[src/rtl/periph_bus_arbiter.sv]
// Data-side address decoder and read-return arbiter: CPU data port to data
// memory, NPERIPH 16-byte peripheral slots and a small error-status block.
module periph_bus_arbiter #(
  parameter int unsigned NPERIPH     = 4,
  parameter logic [31:0] PERIPH_BASE = 32'h8000_0000
) (
  input  logic                 clk,
  input  logic                 reset_n,
  input  logic                 dvalid,
  input  logic [31:0]          daddr,
  input  logic [3:0]           dwe,
  input  logic [31:0]          dwdata,
  output logic [31:0]          drdata,
  output logic [3:0]           dmem_we,
  input  logic [31:0]          dmem_rdata,
  output logic [NPERIPH-1:0]   periph_ce,
  output logic                 periph_we,
  output logic [1:0]           periph_addr,
  output logic [31:0]          periph_wdata,
  input  logic [32*NPERIPH-1:0] periph_rdata
);

  typedef enum logic [1:0] {SelNone, SelMem, SelPeriph, SelStatus} sel_e;

  sel_e        r_sel_q, w_sel_d;
  logic [3:0]  r_sel_idx_q;
  logic [15:0] r_err_count;
  logic [31:0] r_last_err_addr;
  logic [31:0] r_stat_data;

  logic        w_win, w_status, w_phit, w_unmapped, w_write, w_partial;
  logic        w_err, w_ce_en, w_clear, w_stat_rd;
  logic [3:0]  w_idx;
  logic [31:0] w_stat_next;
  logic [31:0] w_periph_sel;

  // Address decode and error classification, all qualified by dvalid.
  always_comb begin
    w_win      = (daddr[31:12] == PERIPH_BASE[31:12]);
    w_idx      = daddr[7:4];
    w_status   = w_win && (daddr[11:4] == 8'hFF);
    w_phit     = w_win && (daddr[11:8] == 4'h0) && (32'(w_idx) < NPERIPH);
    w_unmapped = w_win && !w_status && !w_phit;
    w_write    = (dwe != 4'b0000);
    w_partial  = w_phit && w_write && (dwe != 4'b1111);
    w_err      = dvalid && (w_unmapped || w_partial);
    w_ce_en    = dvalid && w_phit && !w_partial;
    // Only a write to the count register clears; +0xFF4..+0xFFC writes are dropped.
    w_clear    = dvalid && w_status && w_write && (daddr[3:2] == 2'b00);
    w_stat_rd  = dvalid && w_status && !w_write;
  end

  // Combinational bus outputs toward memory and peripherals.
  always_comb begin
    periph_ce = '0;
    for (int unsigned k = 0; k < NPERIPH; k++) begin
      periph_ce[k] = w_ce_en && (w_idx == 4'(k));
    end
    periph_we    = w_ce_en && (dwe == 4'b1111);
    periph_addr  = daddr[3:2];
    periph_wdata = dwdata;
    dmem_we      = (dvalid && !w_win) ? dwe : 4'b0000;
  end

  // Next return-select and status read data.
  always_comb begin
    w_sel_d = SelNone;
    if (dvalid && !w_write) begin
      if (!w_win)        w_sel_d = SelMem;
      else if (w_status) w_sel_d = SelStatus;
      else if (w_phit)   w_sel_d = SelPeriph;
    end
    unique case (daddr[3:2])
      2'b00:   w_stat_next = {16'b0, r_err_count};
      2'b01:   w_stat_next = r_last_err_addr;
      default: w_stat_next = 32'b0;
    endcase
  end

  // Return-select register.
  always_ff @(posedge clk or negedge reset_n) begin
    if (!reset_n) begin
      r_sel_q     <= SelNone;
      r_sel_idx_q <= 4'b0;
    end else begin
      r_sel_q     <= w_sel_d;
      r_sel_idx_q <= w_idx;
    end
  end

  // Error counter (saturating), last error address and status read data.
  always_ff @(posedge clk or negedge reset_n) begin
    if (!reset_n) begin
      r_err_count     <= 16'b0;
      r_last_err_addr <= 32'b0;
      r_stat_data     <= 32'b0;
    end else begin
      if (w_clear) begin
        r_err_count     <= 16'b0;
        r_last_err_addr <= 32'b0;
      end else if (w_err) begin
        if (r_err_count != 16'hFFFF) r_err_count <= r_err_count + 16'd1;
        r_last_err_addr <= daddr;
      end
      if (w_stat_rd) r_stat_data <= w_stat_next;
    end
  end

  // Read-data return mux driven by last cycle's select.
  always_comb begin
    w_periph_sel = 32'b0;
    for (int unsigned k = 0; k < NPERIPH; k++) begin
      if (r_sel_idx_q == 4'(k)) w_periph_sel = periph_rdata[32*k +: 32];
    end
    unique case (r_sel_q)
      SelMem:    drdata = dmem_rdata;
      SelPeriph: drdata = w_periph_sel;
      SelStatus: drdata = r_stat_data;
      default:   drdata = 32'b0;
    endcase
  end

endmodule

[config.mk]
export PLATFORM = sky130hd
export DESIGN_NAME = periph_bus_arbiter
export DESIGN_NICKNAME = d
export VERILOG_FILES = /design/src/rtl/periph_bus_arbiter.sv
export SDC_FILE = /design/constraint.sdc
export NUM_CORES = 1
export LEC_CHECK = 0
export ABC_AREA = 1
export BUFFER_PORTS_ARGS = -buffer_cell sky130_fd_sc_hd__clkbuf_2
export CAP_MARGIN = 0
export CORE_MARGIN = 2
export CORE_UTILIZATION = 35
export CTS_CLUSTER_DIAMETER = 30
export DETAILED_ROUTE_END_ITERATION = 6
export PLACE_DENSITY_LB_ADDON = 0.12
export SETUP_SLACK_MARGIN = 0.05
export SYNTH_ARGS = -nofsm -noshare
export SYNTH_HDL_FRONTEND = slang
export SYNTH_SLANG_ARGS = --single-unit
export TNS_END_PERCENT = 20
[constraint.sdc]
create_clock -name clk -period 1.7 [get_ports clk]
set_input_delay 0.085 -clock clk [delete_from_list [all_inputs] [get_ports clk]]
set_output_delay 0.085 -clock clk [all_outputs]
set_load 0.01 [all_outputs]
Yosys cells after proc, flatten, opt, wreduce, memory -nomap -nowiden. Index checks and enable logic that the tools add are counted.

Register bits: 86. Input port bits: 231. Output and inout port bits: 75. Word-level logic and storage cells: 73.

Add/sub/neg operators: 1. $lt $le $gt $ge: 1. Equality and inequality tests: 15. Multiplexer cells: 16. Reductions and logical operators: 35.

Operators with widths (count): $mux 32 (6); $pmux 32 s3 (1); $pmux 32 s2 (1); $mux 16 (3); $logic_and 1x1->1 (21); $eq 20x20->1 const B (1); $add 16x1->16 const B (1); $eq 4x2->1 const B (4); $ne 16x16->1 const B (1); $logic_not 4->1 (3); $eq 4x1->1 const B (2); $eq 8x8->1 const B (1); $mux 2 (4); $logic_not 1->1 (5); $eq 2x1->1 const B (2); $eq 2x2->1 const B (2); $eq 4x4->1 const B (1); $lt 4x3->1 const B (1); $mux 4 (1); $ne 4x4->1 const B (1); $reduce_bool 2->1 (2); $reduce_bool 4->1 (1); $logic_not 2->1 (1); $reduce_and 2->1 (1); $logic_or 1x1->1 (1).

Longest topological paths before layout. Gate-level depths: netlist (run 1).

Depth in word-level cells: 9. Gate-level depth with buffers: 13. Depth with buffers taken out: 13.

Worst setup path before layout (run 1). No wires, ideal clock.

Kind: reg-to-reg. Start: register r_err_count[0]. End: register r_err_count[2]. Setup time: 0.117 ns. Arrival: 1.498 ns. Required time: 1.583 ns. Slack: 0.085 ns. Cell stages (with the launch flop): 12. Buffers on the path: 1. Clock period less this slack: 1.615 ns. Cell sequence: dfrtp_1 > ha_1 > nand3_1 > nor2_2 > nand2_2 > nor2_2 > nand2_1 > clkinv_1 > nand3_2 > buf_6 > nand3b_1 > nand2_1.

Word-level cells in the longest chain between the ends: 4. Elaborated cells between the ends (all ways): 7. Classes of those cells: add/sub (1); eq/ne (1); mux (3); reduce/logical (2).

RTL lines: start, declared (RTL line 27) `logic [15:0] r_err_count;`; start signal, assigned (RTL line 102) `if (r_err_count != 16'hFFFF) r_err_count <= r_err_count + 16'd1;`; $add 16x1->16 (RTL line 102); $mux 16 (RTL line 102); $mux 16 (RTL line 101) `end else if (w_err) begin`; $mux 16 (RTL line 98) `if (w_clear) begin`.

Parallel ways exist; a longest one is shown, timed or not. The select of a mux whose other input is x is not followed. A chain may end at the register's enable or synchronous reset.

Worst setup path in the final report (run 1).
Start: register r_sel_idx_q[3]. End: output port drdata[28].

Word-level cells in the longest chain between the ends: 6. Elaborated cells between the ends (all ways): 9. Classes of those cells: eq/ne (3); mux (5); reduce/logical (1).

RTL lines: start, declared (RTL line 26) `logic [3:0] r_sel_idx_q;`; start signal, assigned (RTL line 87) `r_sel_idx_q <= w_idx;`; $logic_not 4->1 (RTL line 113) `if (r_sel_idx_q == 4'(k)) w_periph_sel = periph_rdata[32*k +: 32];`; $mux 32 (3 in a row) (RTL line 113); $mux 32 (*) (RTL line 113); $pmux 32 s3 (*) (RTL line 115) `unique case (r_sel_q)`; end, declared (RTL line 13) `output logic [31:0] drdata,`.

Every way passes the cells marked *; elsewhere a longest branch is shown, timed or not.

==> flow_summary.json, run 1 <==
{
  "outcome": "finished with violations",
  "violations": "negative setup slack",
  "synthArstFlopShare": 1.00,
  "initial_core_util": 0.360,
  "multi_input_area_um2": 2980,
  "grt_use_total": 0.243,
  "final_nets": 1320,
  "ant_nets": 0,
  "htreeDepth": 3,
  "power_uw": 4890,
  "fmaxAchievable_mhz": 497,
  "synth_top_area_share": 0.358,
  "ys_seq_area_frac": 0.358,
  "synth_seq_cells": 86,
  "die_height_um": 135,
  "combPwrFrac": 0.136,
  "cts_root_buffer": "clkbuf_16",
  "viasPerCell": 5.03,
  "ir_worst_vdd_mv": 0.382,
  "crit_arrival_ps": 1930,
  "layout-drive-gt1-share": 0.329,
  "syn_nets": 1085,
  "internal_power_uw": 3700,
  "slew_violations": 0,
  "synth_top_area_cell": "dfrtp_1",
  "required_ps": 1620,
  "crit_type": "register to output pin",
  "p_switching_uw": 1190,
  "worst_slack_ps": -311,
  "synth_commonest_cells": "nand2_1 (164), inv_1 (119), o21ai_0 (89)",
  "synthCells": 853,
  "fin_worst_skew_ps": 6.14,
  "clkPwrFrac": 0.443,
  "first_global_vias": 6320,
  "drt_iter0_drc": 401,
  "gp_congestion": 0.912,
  "wl_um": 22500,
  "core_region_area_um2": 16700,
  "cts_sinks": 86,
  "grt_pass1_wl_um": 34300,
  "grt_max_degree": 65,
  "setup_viol": 33,
  "synth.distinct_cells": 35,
  "maxCapViolations": 0,
  "die_area_um2": 18200,
  "cts_made_buffers": 9,
  "end_kind": "output pin",
  "cp-start-kind": "register",
  "hold_violations": 0,
  "cts_tree": "yes",
  "synth_ff_type": "dfrtp_1",
  "placementRows": 47,
  "grt_overflow": 0,
  "area_growth_pct": 35.0,
  "slew_headroom": 0.606,
  "grt_antenna_before_repair": 0,
  "syn_area_um2": 6000,
  "syn_avg_cell_area_um2": 7.04,
  "fillerInstances": 1753,
  "switching_share": 0.243,
  "antenna_cells": 0,
  "fin_crit_sh": 1.18,
  "cp_max_fo": 5,
  "via_count": 6598,
  "place_hpwl_um": 17500,
  "port_buffers": 241,
  "timing.hold.ws_ps": 2.58,
  "finalCriticalPeriod_ps": 2010,
  "synth.most_common_cell": "nand2_1",
  "cts_max_path_buffers": 2,
  "power_frac_seq": 0.421,
  "register_area_um2": 2150,
  "synth_area_leaders": "dfrtp_1 (36%), nand2_1 (10%), o211ai_1 (9.9%), inv_1 (7.4%), o21ai_0 (7.4%)",
  "worstHoldPathType": "primary input to register",
  "ys_warn_count": 0,
  "clk_latency_ps": 340,
  "path_clk_slew_ps": 60,
  "tightestPinTransition_ps": 590,
  "route.detailed.drc": 0,
  "power.leakage_uw": 0.00421,
  "synth_edf_count": 0,
  "first_pass_iters": 5,
  "routedWlPerCell_um": 17.1,
  "powerDensity_nw_per_um2": 603,
  "die_w_um": 135,
  "rsz0062_at_grt": "yes",
  "ios": 306
}
-- area by class of cell --
cell class                      count  share of cell area
Inverter                          122              0.0567
Multi-Input combinational cell    563               0.368
Sequential cell                    86               0.266
Clock buffer                       11              0.0299
Clock inverter                      5              0.0100
Tap cell                          220              0.0340
Timing Repair Buffer              306               0.236
-- power by group through the flow --
stage          clock network [µW]  logic, µW  registers (µW)
5_1_grt                      2290        731            2060
6_report                     2160        664            2060
3_5_place_dp                    0        611            2100
3_3_place_gp                    0        617            2100
4_1_cts                      2200        656            2060
2_1_floorplan                   0        269            2090
-- repair_timing --
action / in CTS / in global routing
setup buffers: 6 / 1
endpoints found under the hold margin: 33 / 0
pin swaps: 6 / 13
cloned: 1 / 1
setup endpoints to repair: 46 / 48
hold buffers: 4 / 0
gates resized for setup: 38 / 52
-- kinds of logic after synthesis --
family          after synthesis  share of synthesized area
compound gates              212                      0.220
xor+xnor                      3                    0.00438
fa+ha+maj                     1                    0.00208
buf+inv                     204                      0.157
flops                        86                      0.358
simple gates                347                      0.258
-- cells in the final DEF, fill, tap and decap left out, types with 2 or more instances in the layout --
| cell | synthesis | routed |
|---|---|---|
| o21ai_2 | 0 | 4 |
| nand2_4 | 2 | 3 |
| dlygate4sd3_1 | 0 | 4 |
| clkbuf_2 | 0 | 211 |
| buf_4 | 34 | 41 |
| nand3_2 | 8 | 9 |
| o21ai_0 | 89 | 52 |
| inv_2 | 1 | 2 |
| nor2_1 | 85 | 80 |
| nand2_1 | 164 | 163 |
| nor2_4 | 1 | 3 |
| clkbuf_16 | 0 | 10 |
| dfrtp_1 | 86 | 85 |
| clkinv_2 | 0 | 2 |
| o31ai_1 | 15 | 15 |
| o211ai_1 | 79 | 79 |
| nand3b_1 | 6 | 6 |
| o22ai_1 | 18 | 18 |
| nand3_1 | 55 | 53 |
| inv_1 | 119 | 119 |
| buf_6 | 3 | 7 |
| bufinv_16 | 0 | 2 |
| nand4_1 | 7 | 7 |
| nor2_2 | 8 | 11 |
| xor2_1 | 3 | 3 |
| buf_2 | 7 | 29 |
| nand2_2 | 4 | 4 |
| buf_12 | 1 | 13 |
| o21ai_1 | 9 | 42 |
-- metal layers --
| layer | vias to the layer above | share of wire | GRT usage |
|---|---|---|---|
| met3 | 25 | 0.085 | 0.0567 |
| met4 | 0 | 0.019 | 0.0729 |
| met2 | 294 | 0.43 | 0.361 |
| li1 | 3271 | - | - |
| met5 | - | 0 | 0 |
| met1 | 3008 | 0.47 | 0.353 |
-- per-stage QoR --
step | cells | TNS, ps | worst slack [ps] | util | instance area, µm²
after global routing | 1313 | -12390 | -417 | 0.485 | 8110
after CTS | 1312 | -7640 | -296 | 0.482 | 8060
after detailed placement | 1285 | -47.2 | -47.2 | 0.452 | 7540
after floorplan | 853 | 0 | 85.0 | - | 6000
final | 1313 | -6960 | -311 | 0.485 | 8110
after global placement | 1285 | -100 | -100 | 0.452 | 7540
-- registers in the layout, indices dropped and copies added (netlist names) --
register,flops
r_err_count,16
r_last_err_addr,32
r_sel_idx_q,4
r_sel_q,2
r_stat_data,32
-- worst paths after layout --
path / start / endpoint / slack [ps] / cells past startpoint
min in group asynchronous: reset_n / r_last_err_addr[16] / 230 / 2
max reg2reg: r_err_count[0] / r_err_count[14] / -50 / 13
max: r_sel_idx_q[3] / drdata[28] / -310 / 8
min reg2reg: r_stat_data[20] / r_stat_data[20] / 480 / 2
min: daddr[0] / r_last_err_addr[0] / 3 / 3
max in group asynchronous: reset_n / r_sel_idx_q[0] / 890 / 3
-- critical path: stages (launching register included) --
cell	delay [ps]
dfrtp_1	430
nor3_4	260
buf_6	160
buf_12	120
o21ai_0	70
o21ai_1	160
o211ai_1	160
nand3_1	90
buf_2	140
Power figures use the tool's default switching activity.
==> run 2, diff against run 1 <==
Settings changed: HOLD_SLACK_MARGIN set to 0.12.
==> run 2 against run 1 <==
The run still ends with negative setup slack left; final cell count rose by 0.76%; first-iteration DRC count fell by 0.50%; fmax rose by 0.21%; utilization rose by 0.61 points; sequential share of layout area fell by 0.33 points; power rose by 0.51%; combinational power rose by 3.0%; via count rose by 1.3%; sequential power barely moved.
==> flow_summary.json, run 2 (synthesis gave the netlist of run 1 again) <==
{
  "outcome": "finished with violations",
  "violations": "negative setup slack",
  "port_buffers": 241,
  "worstHoldPathType": "primary input to register",
  "powerDensity_nw_per_um2": 598,
  "initial_core_util": 0.360,
  "slew_headroom": 0.603,
  "reg_top3": "r_last_err_addr (32), r_stat_data (32), r_err_count (16)",
  "core_region_area_um2": 16700,
  "tightestPinTransition_ps": 595,
  "place_hpwl_um": 17500,
  "cts_sinks": 86,
  "timing.rr.start": "r_err_count[0]",
  "viasPerCell": 5.05,
  "rsz0062_at_grt": "yes",
  "die_height_um": 135,
  "crit_arrival_ps": 1920,
  "cp_max_fo": 5,
  "register_area_um2": 2150,
  "whs_path_depth": 4,
  "hold_violations": 0,
  "clkPwrFrac": 0.441,
  "ios": 306,
  "ant_nets": 0,
  "htreeDepth": 3,
  "switching_share": 0.244,
  "power.leakage_uw": 0.00425,
  "fin_crit_sh": 1.18,
  "grt_pass1_wl_um": 34600,
  "timing.hold.ws_ps": 130,
  "hp-start": "dwe[3]",
  "wl_um": 22600,
  "crit_chain": "nor3_4 > buf_6 > buf_12 > buf_12 > o21ai_1 > o21ai_1 > o211ai_1 > nand3_1 > buf_2",
  "r2r-end": "r_err_count[14]",
  "ff2ff_setup_slack_ps": -30,
  "ir_worst_vdd_mv": 0.382,
  "drt_iter0_drc": 399,
  "cts_tree": "yes",
  "die_area_um2": 18200,
  "fmaxAchievable_mhz": 498,
  "final_nets": 1330,
  "cpLargestDelayFamily": "buffers and inverters",
  "final_cells": 1323,
  "dp.cells": 1285,
  "whs_endpoint": "r_sel_q[0]",
  "crit_slowest_cell": "dfrtp_1",
  "antenna_cells": 0,
  "slew_violations": 0,
  "first_global_vias": 6402,
  "power_uw": 4910,
  "clk_latency_ps": 340,
  "power_frac_seq": 0.419,
  "fin_worst_skew_ps": 6.51,
  "placementRows": 47,
  "setup_viol": 33,
  "cts_made_buffers": 9,
  "internal_power_uw": 3710,
  "worst_slack_ps": -307,
  "p_switching_uw": 1200,
  "finalCriticalPeriod_ps": 2010,
  "cts_max_path_buffers": 2,
  "routedWlPerCell_um": 17.1,
  "combPwrFrac": 0.139,
  "area_growth_pct": 36.7,
  "ff2ff_path_depth": 13,
  "fillerInstances": 1742,
  "gp_congestion": 0.912,
  "max_stage_delay_ps": 430,
  "route.detailed.drc": 0,
  "via_count": 6686,
  "layout-drive-gt1-share": 0.327,
  "grt_overflow": 0,
  "first_pass_iters": 4,
  "final_cell_mix": "clkbuf_2 (211), nand2_1 (163), inv_1 (119), dfrtp_1 (85)",
  "mostFrequentLayoutCell": "clkbuf_2",
  "path_buf_inv": 4,
  "multi_input_area_um2": 2980,
  "end_kind": "output pin",
  "grt_antenna_before_repair": 0,
  "cp-start-kind": "register",
  "cts_root_buffer": "clkbuf_16",
  "path_clk_slew_ps": 70,
  "crit_type": "register to output pin",
  "grt_use_total": 0.245,
  "grt_max_degree": 65,
  "required_ps": 1620,
  "die_w_um": 135,
  "maxCapViolations": 0
}
==> run 2: changes by cell type in the layout (fill, tap and decap cells not counted), sizes merged <==
cell / delta
dlygate4sd3: +10
==> run 2: worst reg2reg max path, stage by stage (launching register included) <==
cell	delay (ps)
dfrtp_1	350
ha_1	170
nand3_1	110
nor2_2	130
nand2_2	80
nor2_2	90
nand2_1	90
inv_2	100
buf_4	110
nand3_1	70
nand3_1	110
nand3_2	90
nand2_1	80
inv_1	40
==> run 2: layout make-up <==
class | instances | share of cell area
multi-input cells | 563 | 0.363
flip-flops and latches | 86 | 0.262
repair buffers | 316 | 0.245
inverters | 122 | 0.0559
well taps | 220 | 0.0335
clock buffers | 11 | 0.0296
clock inverters | 5 | 0.00991
==> run 2: power by group through the flow <==
stage / combinational, µW / clock, µW / sequential, µW
2_1_floorplan: 269 / 0 / 2090
3_3_place_gp: 617 / 0 / 2100
3_5_place_dp: 611 / 0 / 2100
4_1_cts: 673 / 2200 / 2060
5_1_grt: 751 / 2290 / 2060
6_report: 684 / 2170 / 2060
==> run 2: what timing repair did <==
action / 4_1_cts / 5_1_grt
pin swaps: 6 / 13
endpoints found under the hold margin: 99 / 0
endpoints found under the setup margin: 46 / 49
buffers inserted: 6 / 1
gates cloned: 1 / 1
resized for setup: 38 / 53
hold buffers: 14 / 0
==> run 2: worst max-delay path by stage <==
stage | slack [ps] | cells after the start | to | startpoint
CTS | -300 | 9 | drdata[28] | r_sel_idx_q[1]
detailed placement | -50 | 7 | drdata[28] | r_sel_idx_q[3]
floorplan | 80 | 11 | r_err_count[2] | r_err_count[0]
global route | -420 | 8 | drdata[9] | r_sel_idx_q[3]
global placement | -100 | 7 | drdata[28] | r_sel_idx_q[3]
finish | -310 | 9 | drdata[16] | r_sel_idx_q[3]
==> run 2: per-stage QoR <==
stage                     setup slack (ps)  utilization  setup TNS (ps)  cell area [µm²]
after floorplan                       85.0            -               0             6000
after global placement                -100        0.452            -100             7540
after detailed placement             -47.2        0.452           -47.2             7540
after CTS                             -296        0.488           -7640             8160
after global routing                  -417        0.491          -12390             8210
final                                 -307        0.491           -7030             8210
==> run 2: metal layers <==
layer | GRT usage | share of wire | up-vias
li1 | - | - | 3280
met1 | 0.353 | 0.47 | 3085
met2 | 0.366 | 0.43 | 294
met3 | 0.0563 | 0.078 | 27
met4 | 0.0729 | 0.020 | 0
met5 | 0 | 0 | -
==> run 3, diff against run 2 <==
Settings changed: MAX_ROUTING_LAYER set to met4, SKIP_CTS_REPAIR_TIMING set to 1.
==> run 3 against run 2 <==
The flow still finishes with violations (negative setup slack); critical path depth decreased by 1; count of clock-buffer cells in the layout decreased by 1; power increased by 2.0%; clock skew decreased by 0.64 ps; critical path type unchanged; critical endpoint is now drdata[5].
==> flow_summary.json, run 3 (synthesis gave the netlist of run 1 again) <==
{
  "outcome": "finished with violations",
  "violations": "negative setup slack",
  "ant_nets": 0,
  "tns_ps": -8770,
  "clkPwrFrac": 0.449,
  "wl_um": 23200,
  "tightestPinTransition_ps": 601,
  "drt_iter0_drc": 431,
  "rsz0062_at_grt": "yes",
  "die_height_um": 135,
  "powerDensity_nw_per_um2": 600,
  "max_stage_delay_ps": 430,
  "grt_pass1_wl_um": 33700,
  "maxCapViolations": 0,
  "initial_core_util": 0.360,
  "timing.rr.start": "r_err_count[0]",
  "layout-drive-gt1-share": 0.332,
  "switching_share": 0.238,
  "placed_cell_area_um2": 7490,
  "crit_arrival_ps": 1940,
  "place_hpwl_um": 17400,
  "area_growth_pct": 38.9,
  "hp-start": "dwe[1]",
  "whs_endpoint": "r_sel_q[0]",
  "mostFrequentLayoutCell": "clkbuf_2",
  "route.detailed.drc": 0,
  "finalCriticalPeriod_ps": 2020,
  "cts_max_path_buffers": 2,
  "first_pass_iters": 6,
  "dp.cells": 1276,
  "htreeDepth": 3,
  "grt_antenna_before_repair": 3,
  "cts_made_buffers": 9,
  "cts_sinks": 86,
  "combPwrFrac": 0.139,
  "via_count": 6684,
  "ff2ff_path_depth": 13,
  "core_region_area_um2": 16700,
  "port_buffers": 241,
  "whs_path_depth": 4,
  "placementRows": 47,
  "crit_chain": "nor2_4 > nand3_4 > clkbuf_16 > nor2_1 > o21ai_0 > o211ai_1 > o211ai_1 > clkbuf_2",
  "worstHoldPathType": "primary input to register",
  "fin_worst_skew_ps": 5.87,
  "cp_max_fo": 8,
  "grt_overflow": 0,
  "path_clk_slew_ps": 60,
  "viasPerCell": 5.07,
  "fmaxAchievable_mhz": 494,
  "cp-start-kind": "register",
  "power_frac_seq": 0.412,
  "setup_viol": 32,
  "slew_headroom": 0.599,
  "reg_top3": "r_last_err_addr (32), r_stat_data (32), r_err_count (16)",
  "required_ps": 1620,
  "design_area_um2": 8340,
  "final_nets": 1322,
  "p_switching_uw": 1190,
  "die_w_um": 135,
  "ir_worst_vdd_mv": 0.499,
  "clk_latency_ps": 340,
  "cts_root_buffer": "clkbuf_16",
  "r2r-end": "r_err_count[14]",
  "crit_type": "register to output pin",
  "timing.critical_path.mode_cell": "o211ai_1",
  "cts_tree": "yes",
  "routedWlPerCell_um": 17.6,
  "internal_power_uw": 3820,
  "ios": 306,
  "gp_congestion": 0.888,
  "worst_slack_ps": -323,
  "fin_crit_sh": 1.19,
  "slew_violations": 0,
  "final_cells": 1318,
  "end_kind": "output pin",
  "ff2ff_setup_slack_ps": 10,
  "final_cell_mix": "clkbuf_2 (231), nand2_1 (162), inv_1 (119), dfrtp_1 (84), o211ai_1 (79)",
  "grt_use_total": 0.245,
  "crit_slowest_cell": "dfrtp_1",
  "first_global_vias": 6253,
  "power.leakage_uw": 0.00424,
  "die_area_um2": 18200,
  "grt_max_degree": 65,
  "hold_violations": 0
}
-- run 3: cell count changes in the layout (fill, tap and decap cells not counted), sizes merged --
cell / delta
clkinv: -1
bufinv: +1
clkinvlp: +1
clkbuf: +24
buf: -33
diode: +3
-- run 3: power by group through the flow --
| stage | logic [µW] | clock network, µW | registers [µW] |
|---|---|---|---|
| finish | 697 | 2250 | 2060 |
| global route | 757 | 2380 | 2060 |
| detailed placement | 603 | 0 | 2100 |
| floorplan | 269 | 0 | 2090 |
| CTS | 608 | 2300 | 2060 |
| global placement | 609 | 0 | 2100 |
-- run 3: stage by stage --
stage                     setup WS, ps  total power [µW]  utilization  hold WS [ps]
after global placement           -46.5              2710        0.448          80.1
after CTS                         -364              4970        0.469          -283
after global routing              -416              5200        0.499           153
after detailed placement         -77.5              2700        0.448          85.2
after floorplan                   85.0              2360            -          -211
final                             -323              5010        0.499           117
-- run 3: final cells by class --
type | count | area (µm²)
Multi-Input combinational cell | 563 | 3060
Inverter | 122 | 458
Timing Repair Buffer | 308 | 2050
Clock inverter | 6 | 110
Sequential cell | 86 | 2150
Clock buffer | 10 | 229
Tap cell | 220 | 275
Antenna cell | 3 | 7.51
Fill cell | 1682 | 8360
-- run 3: worst max path at each step --
stage	from	endpoint	slack, ps
floorplan	r_err_count[0]	r_err_count[2]	80
global placement	r_sel_idx_q[3]	drdata[28]	-50
detailed placement	r_err_count[0]	r_err_count[11]	-80
CTS	r_sel_idx_q[3]	drdata[28]	-360
global route	r_sel_idx_q[2]	drdata[13]	-420
finish	r_sel_idx_q[2]	drdata[5]	-320
-- run 3: worst max-delay path: cells and delay by family (launching register included) --
family                 cells  cell delay [ps]
and+or+nand+nor            3              510
AOI/OAI and AO/OA          3              320
buffers and inverters      2              340
DFF                        1              430
-- run 3: metal layers --
layer | up-vias | routed length [µm] | track usage
li1 | 3277 | - | -
met1 | 3076 | 10500 | 0.343
met2 | 296 | 10300 | 0.354
met3 | 35 | 1850 | 0.0548
met4 | 0 | 488 | 0.0723
met5 | - | 0 | -
